`config.mk`:
```
export PLATFORM = sky130hd
export DESIGN_NAME = mux_arb_nto1
export DESIGN_NICKNAME = d
export VERILOG_FILES = /design/src/rtl/mux_arb_pkg.sv /design/src/rtl/mux_arb_nto1_rr_pick.sv /design/src/rtl/mux_arb_nto1.sv
export SDC_FILE = /design/constraint.sdc
export NUM_CORES = 1
export LEC_CHECK = 0
export BUFFER_PORTS_ARGS = -buffer_cell sky130_fd_sc_hd__buf_4
export CAP_MARGIN = 20
export CORE_MARGIN = 8
export CORE_UTILIZATION = 46
export CTS_BUF_LIST = sky130_fd_sc_hd__clkbuf_4 sky130_fd_sc_hd__clkbuf_8 sky130_fd_sc_hd__clkbuf_16
export CTS_CLUSTER_DIAMETER = 120
export DETAILED_ROUTE_END_ITERATION = 12
export PLACE_DENSITY = 0.84
export SLEW_MARGIN = 20
export SYNTH_ARGS = -nofsm -noshare
export SYNTH_HDL_FRONTEND = slang
export SYNTH_HIERARCHICAL = 1
export SYNTH_SLANG_ARGS = --single-unit
```
`constraint.sdc`:
```
create_clock -name clk -period 5.1 [get_ports clk]
set_input_delay 0.255 -clock clk [delete_from_list [all_inputs] [get_ports clk]]
set_output_delay 0.255 -clock clk [all_outputs]
set_load 0.05 [all_outputs]
```
`src/rtl/mux_arb_pkg.sv`:
```
// Shared constants and types for the N-to-1 arbitrating mux.
// Optional grant counters are enabled with MUX_ARB_GRANT_CNT_EN.
package mux_arb_pkg;
  localparam logic MODE_FIXED  = 1'b0;
  localparam logic MODE_RR     = 1'b1;
  localparam int   GRANT_CNT_W = 16;

  typedef enum logic {
    ST_EMPTY = 1'b0,
    ST_FULL  = 1'b1
  } ostage_e;
endpackage

```
`src/rtl/mux_arb_nto1_rr_pick.sv`:
```
// Rotating-priority encoder: first asserted request at or after start,
// wrapping from NUM_CH-1 back to 0.
module rr_pick
  import mux_arb_pkg::*;
#(
  parameter int NUM_CH = 4,
  localparam int SEL_W = (NUM_CH > 1) ? $clog2(NUM_CH) : 1
)(
  input  logic [NUM_CH-1:0] req,
  input  logic [SEL_W-1:0]  start,
  output logic [SEL_W-1:0]  gnt_idx,
  output logic              gnt_vld
);
  logic [SEL_W-1:0] w_idx;

  // Scan from the farthest offset down so the nearest request wins last.
  always_comb begin
    gnt_idx = '0;
    gnt_vld = 1'b0;
    w_idx   = '0;
    for (int k = NUM_CH - 1; k >= 0; k--) begin
      w_idx = SEL_W'((int'(start) + k) % NUM_CH);
      if (req[w_idx]) begin
        gnt_idx = w_idx;
        gnt_vld = 1'b1;
      end
    end
  end
endmodule

```
`src/rtl/mux_arb_nto1.sv`:
```
// N-to-1 valid/ready mux with fixed-select or round-robin grant and a
// registered output stage. Define MUX_ARB_GRANT_CNT_EN for per-channel grant counters.
module mux_arb_nto1
  import mux_arb_pkg::*;
#(
  parameter int NUM_CH = 4,
  parameter int DATA_W = 8,
  localparam int SEL_W = (NUM_CH > 1) ? $clog2(NUM_CH) : 1
)(
  input  logic                     clk,
  input  logic                     rst_n,
  input  logic                     mode,
  input  logic [SEL_W-1:0]         select,
  input  logic [NUM_CH-1:0]        in_valid,
  output logic [NUM_CH-1:0]        in_ready,
  input  logic [NUM_CH*DATA_W-1:0] in_data,
  output logic                     out_valid,
  input  logic                     out_ready,
  output logic [DATA_W-1:0]        out_data,
  output logic [SEL_W-1:0]         out_ch
`ifdef MUX_ARB_GRANT_CNT_EN
  ,
  output logic [NUM_CH*GRANT_CNT_W-1:0] grant_cnt
`endif
);
  ostage_e           r_state, w_state_nxt;
  logic [SEL_W-1:0]  r_ptr;
  logic [DATA_W-1:0] r_data_p1;
  logic [SEL_W-1:0]  r_ch_p1;

  logic [SEL_W-1:0]  w_rr_idx, w_gnt_idx, w_ptr_nxt;
  logic              w_rr_vld, w_fix_vld, w_gnt_vld;
  logic              w_load_en, w_xfer;
  logic [DATA_W-1:0] w_sel_data;

  rr_pick #(.NUM_CH(NUM_CH)) u_rr_pick (
    .req     (in_valid),
    .start   (r_ptr),
    .gnt_idx (w_rr_idx),
    .gnt_vld (w_rr_vld)
  );

  assign w_fix_vld = (int'(select) < NUM_CH) && in_valid[select];
  assign w_gnt_idx = (mode == MODE_RR) ? w_rr_idx : select;
  assign w_gnt_vld = (mode == MODE_RR) ? w_rr_vld : w_fix_vld;
  // Gating by rst_n keeps every in_ready low for the whole reset window.
  assign w_load_en = rst_n && ((r_state == ST_EMPTY) || out_ready);
  assign w_xfer    = w_load_en && w_gnt_vld;
  assign w_ptr_nxt = (w_gnt_idx == SEL_W'(NUM_CH - 1)) ? '0 : w_gnt_idx + SEL_W'(1);

  always_comb begin
    in_ready   = '0;
    w_sel_data = '0;
    for (int i = 0; i < NUM_CH; i++) begin
      if (w_gnt_idx == SEL_W'(i)) begin
        w_sel_data = in_data[i*DATA_W +: DATA_W];
      end
    end
    if (w_xfer) begin
      in_ready[w_gnt_idx] = 1'b1;
    end
  end

  always_comb begin
    w_state_nxt = r_state;
    if (w_xfer) begin
      w_state_nxt = ST_FULL;
    end else if ((r_state == ST_FULL) && out_ready) begin
      w_state_nxt = ST_EMPTY;
    end
  end

  always_ff @(posedge clk or negedge rst_n) begin
    if (!rst_n) begin
      r_state <= ST_EMPTY;
      r_ptr   <= '0;
    end else begin
      r_state <= w_state_nxt;
      if (w_xfer && (mode == MODE_RR)) begin
        r_ptr <= w_ptr_nxt;
      end
    end
  end

  // ---- output register stage (p1) ----
  always_ff @(posedge clk or negedge rst_n) begin
    if (!rst_n) begin
      r_data_p1 <= '0;
      r_ch_p1   <= '0;
    end else if (w_xfer) begin
      r_data_p1 <= w_sel_data;
      r_ch_p1   <= w_gnt_idx;
    end
  end

  assign out_valid = (r_state == ST_FULL);
  assign out_data  = r_data_p1;
  assign out_ch    = r_ch_p1;

`ifdef MUX_ARB_GRANT_CNT_EN
  function automatic logic [GRANT_CNT_W-1:0] sat_inc(input logic [GRANT_CNT_W-1:0] v);
    return (v == {GRANT_CNT_W{1'b1}}) ? v : v + GRANT_CNT_W'(1);
  endfunction

  logic [GRANT_CNT_W-1:0] r_cnt [NUM_CH];

  always_ff @(posedge clk or negedge rst_n) begin
    if (!rst_n) begin
      for (int i = 0; i < NUM_CH; i++) r_cnt[i] <= '0;
    end else begin
      for (int i = 0; i < NUM_CH; i++) begin
        if (w_xfer && (w_gnt_idx == SEL_W'(i))) r_cnt[i] <= sat_inc(r_cnt[i]);
      end
    end
  end

  for (genvar g = 0; g < NUM_CH; g++) begin : g_cnt_out
    assign grant_cnt[g*GRANT_CNT_W +: GRANT_CNT_W] = r_cnt[g];
  end
`endif
endmodule

```
## Yosys cells after proc, flatten, opt, wreduce, memory -nomap -nowiden

Cells that the tools add are included.

- Word-level logic and storage cells: 57
- Output and inout bits: 15
- Bits of input ports: 42
- Register bits after elaboration: 13

- Bitwise operators: 1
- Add/sub/neg operators: 4
- Reductions and logical operators: 8
- Mux-type cells: 30
- Equal/unequal tests: 3
- Order comparisons: 7

Operator list:

| operator | number |
|---|---|
| $mux 8 | 4 |
| $lt 2x3->1 const B | 6 |
| $mux 1 | 13 |
| $mux 2 | 6 |
| $bmux 1 s2 | 5 |
| $logic_and 1x1->1 | 5 |
| $add 2x1->2 const B | 2 |
| $add 2x2->2 const B | 2 |
| $eq 2x2->1 const B | 2 |
| $mux 4 | 1 |
| $demux 1 s2 | 1 |
| $eq 2x1->1 const B | 1 |
| $ge 2x1->1 const B | 1 |
| $logic_not 2->1 | 1 |
| $reduce_bool 2->1 | 1 |
| $logic_or 1x1->1 | 1 |
| $not 1->1 | 1 |

## Depth between registers and ports, before layout

- Depth after elaboration: 13
- Gate-level depth with buffers: 11
- Mapped depth without buffers: 10

## Hierarchy

Netlist, hierarchy kept.

By module, submodules not included:

| module | area an instance (µm²) | seq. area each (µm²) | cells an instance | instances |
|---|---|---|---|---|
| mux_arb_nto1 | 907.1 | 325.3 | 90 | 1 |
| rr_pick | 77.6 | 0.0 | 13 | 1 |

## Worst setup path after synthesis

OpenSTA, ideal clock, no wires.

- Path kind: reg-to-reg
- Start point: register r_ptr[1]
- End point: register r_data_p1[2] (netlist: out_data[2])
- Buffers on the path: 1
- Required time: 4.980 ns
- Library setup time: 0.120 ns
- Clock period less this slack: 2.273 ns
- Arrival: 2.154 ns
- Slack: 2.827 ns
- Cell stages (with the launch flop): 12
- Cell sequence: dfrtp_1 nand2b_1 a21oi_1 a211oi_2 a21oi_1 inv_1 ha_1 clkbuf_1 a21oi_1 o21ai_0 a221o_1 o22a_2

- Word-level cells in the longest chain between the ends: 13
- Elaborated cells on any way between the ends: 30
- Classes of those cells: 3 x add/sub; 3 x eq/ne; 22 x mux; 2 x reduce/logical

RTL lines:

| item | line | RTL |
|---|---|---|
| start, declared | mux_arb_nto1.sv:27 | `logic [SEL_W-1:0] r_ptr;` |
| start signal, assigned | mux_arb_nto1.sv:80 | `r_ptr <= w_ptr_nxt;` |
| $add 2x2->2 | mux_arb_nto1_rr_pick.sv:22 | `w_idx = SEL_W'((int'(start) + k) % NUM_CH);` |
| $bmux 1 s2 | mux_arb_nto1_rr_pick.sv:23 | `if (req[w_idx]) begin` |
| $mux 1 (not written as such) | mux_arb_nto1_rr_pick.sv:23 |  |
| $mux 2 (3 in series) | mux_arb_nto1_rr_pick.sv:23 |  |
| $mux 2 * | mux_arb_nto1_rr_pick.sv:23 |  |
| net w_rr_idx[0] | mux_arb_nto1.sv:31 | `logic [SEL_W-1:0] w_rr_idx, w_gnt_idx, w_ptr_nxt;` |
| $mux 2 * | mux_arb_nto1.sv:44 | `assign w_gnt_idx = (mode == MODE_RR) ? w_rr_idx : select;` |
| net w_gnt_idx[0] | mux_arb_nto1.sv:31 |  |
| $logic_not 2->1 | mux_arb_nto1.sv:55 | `if (w_gnt_idx == SEL_W'(i)) begin` |
| $mux 8 (3 in series) | mux_arb_nto1.sv:55 |  |
| $mux 8 * | mux_arb_nto1.sv:55 |  |
| end signal, assigned | mux_arb_nto1.sv:91 | `r_data_p1 <= w_sel_data;` |
| end, declared | mux_arb_nto1.sv:28 | `logic [DATA_W-1:0] r_data_p1;` |

Mark *: on every way through the listed nets, which the timed path passes. The rest lies on a longest branch. The select of a mux whose other input is x is not followed.
A chain may end at the register's enable or synchronous reset.

## Final worst setup path

- Start point: register r_ptr[1]
- End point: output port in_ready[3]

- Word-level cells in the longest chain between the ends: 13
- Elaborated cells on any way between the ends: 28
- Classes of those cells: 3 x add/sub; 2 x order compare; 21 x mux; 2 x reduce/logical

RTL lines:

| item | line | RTL |
|---|---|---|
| $add 2x2->2 | mux_arb_nto1_rr_pick.sv:22 |  |
| $bmux 1 s2 | mux_arb_nto1_rr_pick.sv:23 |  |
| $mux 1 (not written as such) | mux_arb_nto1_rr_pick.sv:23 |  |
| $mux 2 (3 in series) | mux_arb_nto1_rr_pick.sv:23 |  |
| $mux 2 * | mux_arb_nto1_rr_pick.sv:23 |  |
| net w_rr_idx[0] | mux_arb_nto1.sv:31 |  |
| $mux 2 * | mux_arb_nto1.sv:44 |  |
| net w_gnt_idx[0] | mux_arb_nto1.sv:31 |  |
| $lt 2x3->1 (not written as such) / $ge 2x1->1 (equally long branches) | mux_arb_nto1.sv:60 | `in_ready[w_gnt_idx] = 1'b1;` |
| $logic_and 1x1->1 (not written as such) | mux_arb_nto1.sv:60 |  |
| $mux 1 (not written as such) | mux_arb_nto1.sv:60 |  |
| $demux 1 s2 * | mux_arb_nto1.sv:60 |  |
| $mux 4 * | mux_arb_nto1.sv:59 | `if (w_xfer) begin` |
| end, declared | mux_arb_nto1.sv:15 | `output logic [NUM_CH-1:0] in_ready,` |

Marked as above.

==> results.json <==
{
  "max_clock_freq_mhz": 371,
  "nets": 206,
  "fin_skew_ns": 0.00273,
  "synthesis.area_um2": 985,
  "post-dp-hpwl_mm": 2.46,
  "vias_per_cell": 5.36,
  "finalSetupViolations": 0,
  "n_fill_cell": 158,
  "num_rows": 16,
  "root_buffer": "clkbuf_4",
  "ios": 57,
  "coreArea_mm2": 0.00198,
  "fin_crit_ns": 2.70,
  "worst_pin_slew_ns": 0.731,
  "htreeDepth": 1,
  "grt-ovfl-total": 0,
  "clkLatencyLatePin_ns": 0.28,
  "grt_usage": 0.155,
  "hold_path.class": "input pin to register",
  "slowest_delay_ns": 0.57,
  "worstSetupPathType": "register to output pin",
  "post_cts_resized": 0,
  "dieArea_mm2": 0.00388,
  "max_slew_margin": 0.512,
  "path_clk_slew_ns": 0.08,
  "clkSinkCount": 13,
  "total_power_w": 0.000663,
  "drv_cap": 0,
  "dr.first_iter.drc_count": 49,
  "die_w_um": 62.3,
  "avgSynthCellArea_um2": 9.56,
  "port_buffers": 56,
  "drive_gt1_frac": 0.491,
  "grt_pass1_wl_mm": 5.02,
  "setup-tns-final_ns": 0,
  "clk_path_buf_depth": 2,
  "rsz0062_at_grt": "no",
  "fin_crit_sh": 0.529,
  "grt_pass1_vias": 1049,
  "start_kind": "register",
  "die_y_um": 62.3,
  "vias": 997,
  "ant_nets": 0,
  "wl_per_cell_um": 16.8,
  "yosys_warnings": 6,
  "path_cells": "mux2i_1 > a211oi_2 > a21oi_1 > inv_1 > ha_1 > and2_2 > buf_4",
  "outcome": "finished, final reports clean",
  "area_delta_synth_final_pct": 47.5,
  "power_density_mw_per_mm2": 456,
  "hold_viol": 0,
  "drcViolationCount": 0,
  "synthCells": 103,
  "p_leak_nw": 0.702,
  "antenna_found_initial": 0,
  "maxSlewViolCount": 0,
  "cts_tree": "done",
  "grt_max_degree": 19,
  "critPathCaptureType": "output pin",
  "worstPathRequired_ns": 4.85,
  "synth_nets": 149,
  "yosysSeqAreaShare": 0.330,
  "synth_cell_types": 27,
  "yosysTopAreaCell": "dfrtp_1",
  "synthTopCellsByArea": "dfrtp_1, mux2_2, mux2_4",
  "synth_top_area_frac": 0.330,
  "hold_ws_ns": 0.266,
  "ys_ff_latch": 13,
  "drt-total-wl_mm": 3.13,
  "drt-pass1-iter-count": 4,
  "gp_congestion": 0.834,
  "antenna-diode-count": 0,
  "cp_max_fo": 18,
  "ir_worst_vdd_mv": 0.353,
  "cp_slowest_cell": "ha_1",
  "cts_inserted_buffers": 3,
  "start_util": 0.497,
  "critPathArrivalTime_ns": 2.44
}
-- layer usage --
metal | vias to the layer above | wire length, um | GRT usage
met5 | - | 0 | 0
met4 | 0 | 8 | 0.0513
met3 | 2 | 217 | 0.0484
met2 | 40 | 1640 | 0.273
met1 | 466 | 1260 | 0.171
li1 | 489 | - | -
-- sequential cells by signal (all words and copies together) (netlist names) --
name	cells
out_ch	2
out_data	8
r_ptr	2
out_valid	1
-- critical path, delay by kind of cell, from the launching register on --
kind	cells	cell delay, ns
multiplexers	1	0.16
AO/OA/AOI/OAI	2	0.41
AND/OR/NAND/NOR	1	0.27
adder cells (fa/ha/maj)	1	0.57
flip-flops	1	0.44
buffers and inverters	2	0.31
-- power breakdown --
group / switching (W) / internal, W
combinational: 0.000248 / 0.000165
clock: 0.0000368 / 0.0000357
sequential: 0.0000303 / 0.000147
-- worst paths after layout --
| check | start | endpoint | slack [ns] | cells past startpoint |
|---|---|---|---|---|
| hold reg to reg | out_data[4] | out_data[4] | 0.51 | 1 |
| hold / removal | out_ready | out_valid | 0.27 | 3 |
| max in group asynchronous | rst_n | r_ptr[0] | 4.57 | 2 |
| min in group asynchronous | rst_n | out_data[7] | 0.35 | 2 |
| setup / recovery | r_ptr[1] | in_ready[3] | 2.40 | 7 |
| setup reg to reg | r_ptr[0] | out_data[1] | 2.45 | 10 |
-- kinds of logic (layout without fill, tap and decap cells) --
family / count (synthesis) / after routing / share of synthesized area
fa+ha+maj: 4 / 4 / 0.0508
simple gates: 36 / 36 / 0.188
flops: 13 / 13 / 0.330
buf+inv: 9 / 65 / 0.0419
compound gates: 27 / 27 / 0.211
mux: 14 / 14 / 0.178
-- layout make-up --
cell class,instances,area (um^2),share of cell area
multi-input combinational,81,618,0.425
timing repair buffer,57,430,0.296
sequential,13,325,0.224
tap,27,33.8,0.0233
clock buffer,4,30.0,0.0207
inverter,4,15.0,0.0103
-- per-stage QoR --
step | setup slack, ns | std cells | area (um^2) | util
3_5_place_dp | 2.52 | 181 | 1410 | 0.713
5_1_grt | 2.19 | 186 | 1450 | 0.733
2_1_floorplan | 2.83 | 103 | 985 | -
6_report | 2.40 | 186 | 1450 | 0.733
4_1_cts | 2.44 | 186 | 1450 | 0.733
3_3_place_gp | 2.55 | 181 | 1410 | 0.713
-- cell usage after synthesis --
cell      count
nand2_1      12
mux2i_1       1
nor2b_1       9
o41ai_1       1
inv_1         4
nor3b_1       1
nand2b_1      3
mux2_2        7
nor2_1        6
clkbuf_1      4
buf_6         1
and2_1        1
mux2_1        1
o21ai_0       3
mux2_4        5
nor2_2        1
a21oi_1       4
a211oi_2      1
and2_2        3
a211oi_1      1
dfrtp_1      13
a222oi_1      1
o22a_2        1
ha_1          4
a221oi_1      7
o31ai_1       7
a221o_1       1
-- cells in the final DEF, fill, tap and decap left out, types with 3 or more instances in the layout --
master	Yosys	routed
nor2b_1	9	9
dfrtp_1	13	13
nand2b_1	3	3
o21ai_0	3	3
nor2_1	6	6
buf_4	0	56
and2_2	3	3
mux2_4	5	5
a221oi_1	7	7
a21oi_1	4	4
inv_1	4	4
o31ai_1	7	7
mux2_2	7	7
ha_1	4	4
clkbuf_4	0	4
nand2_1	12	12
-- timing repair --
action,in CTS,in global routing
hold buffers,1,0
hold endpoints to repair,13,0
setup endpoints to repair,0,0
setup buffers,0,0
No activity file was read; power rests on OpenSTA's default activity.
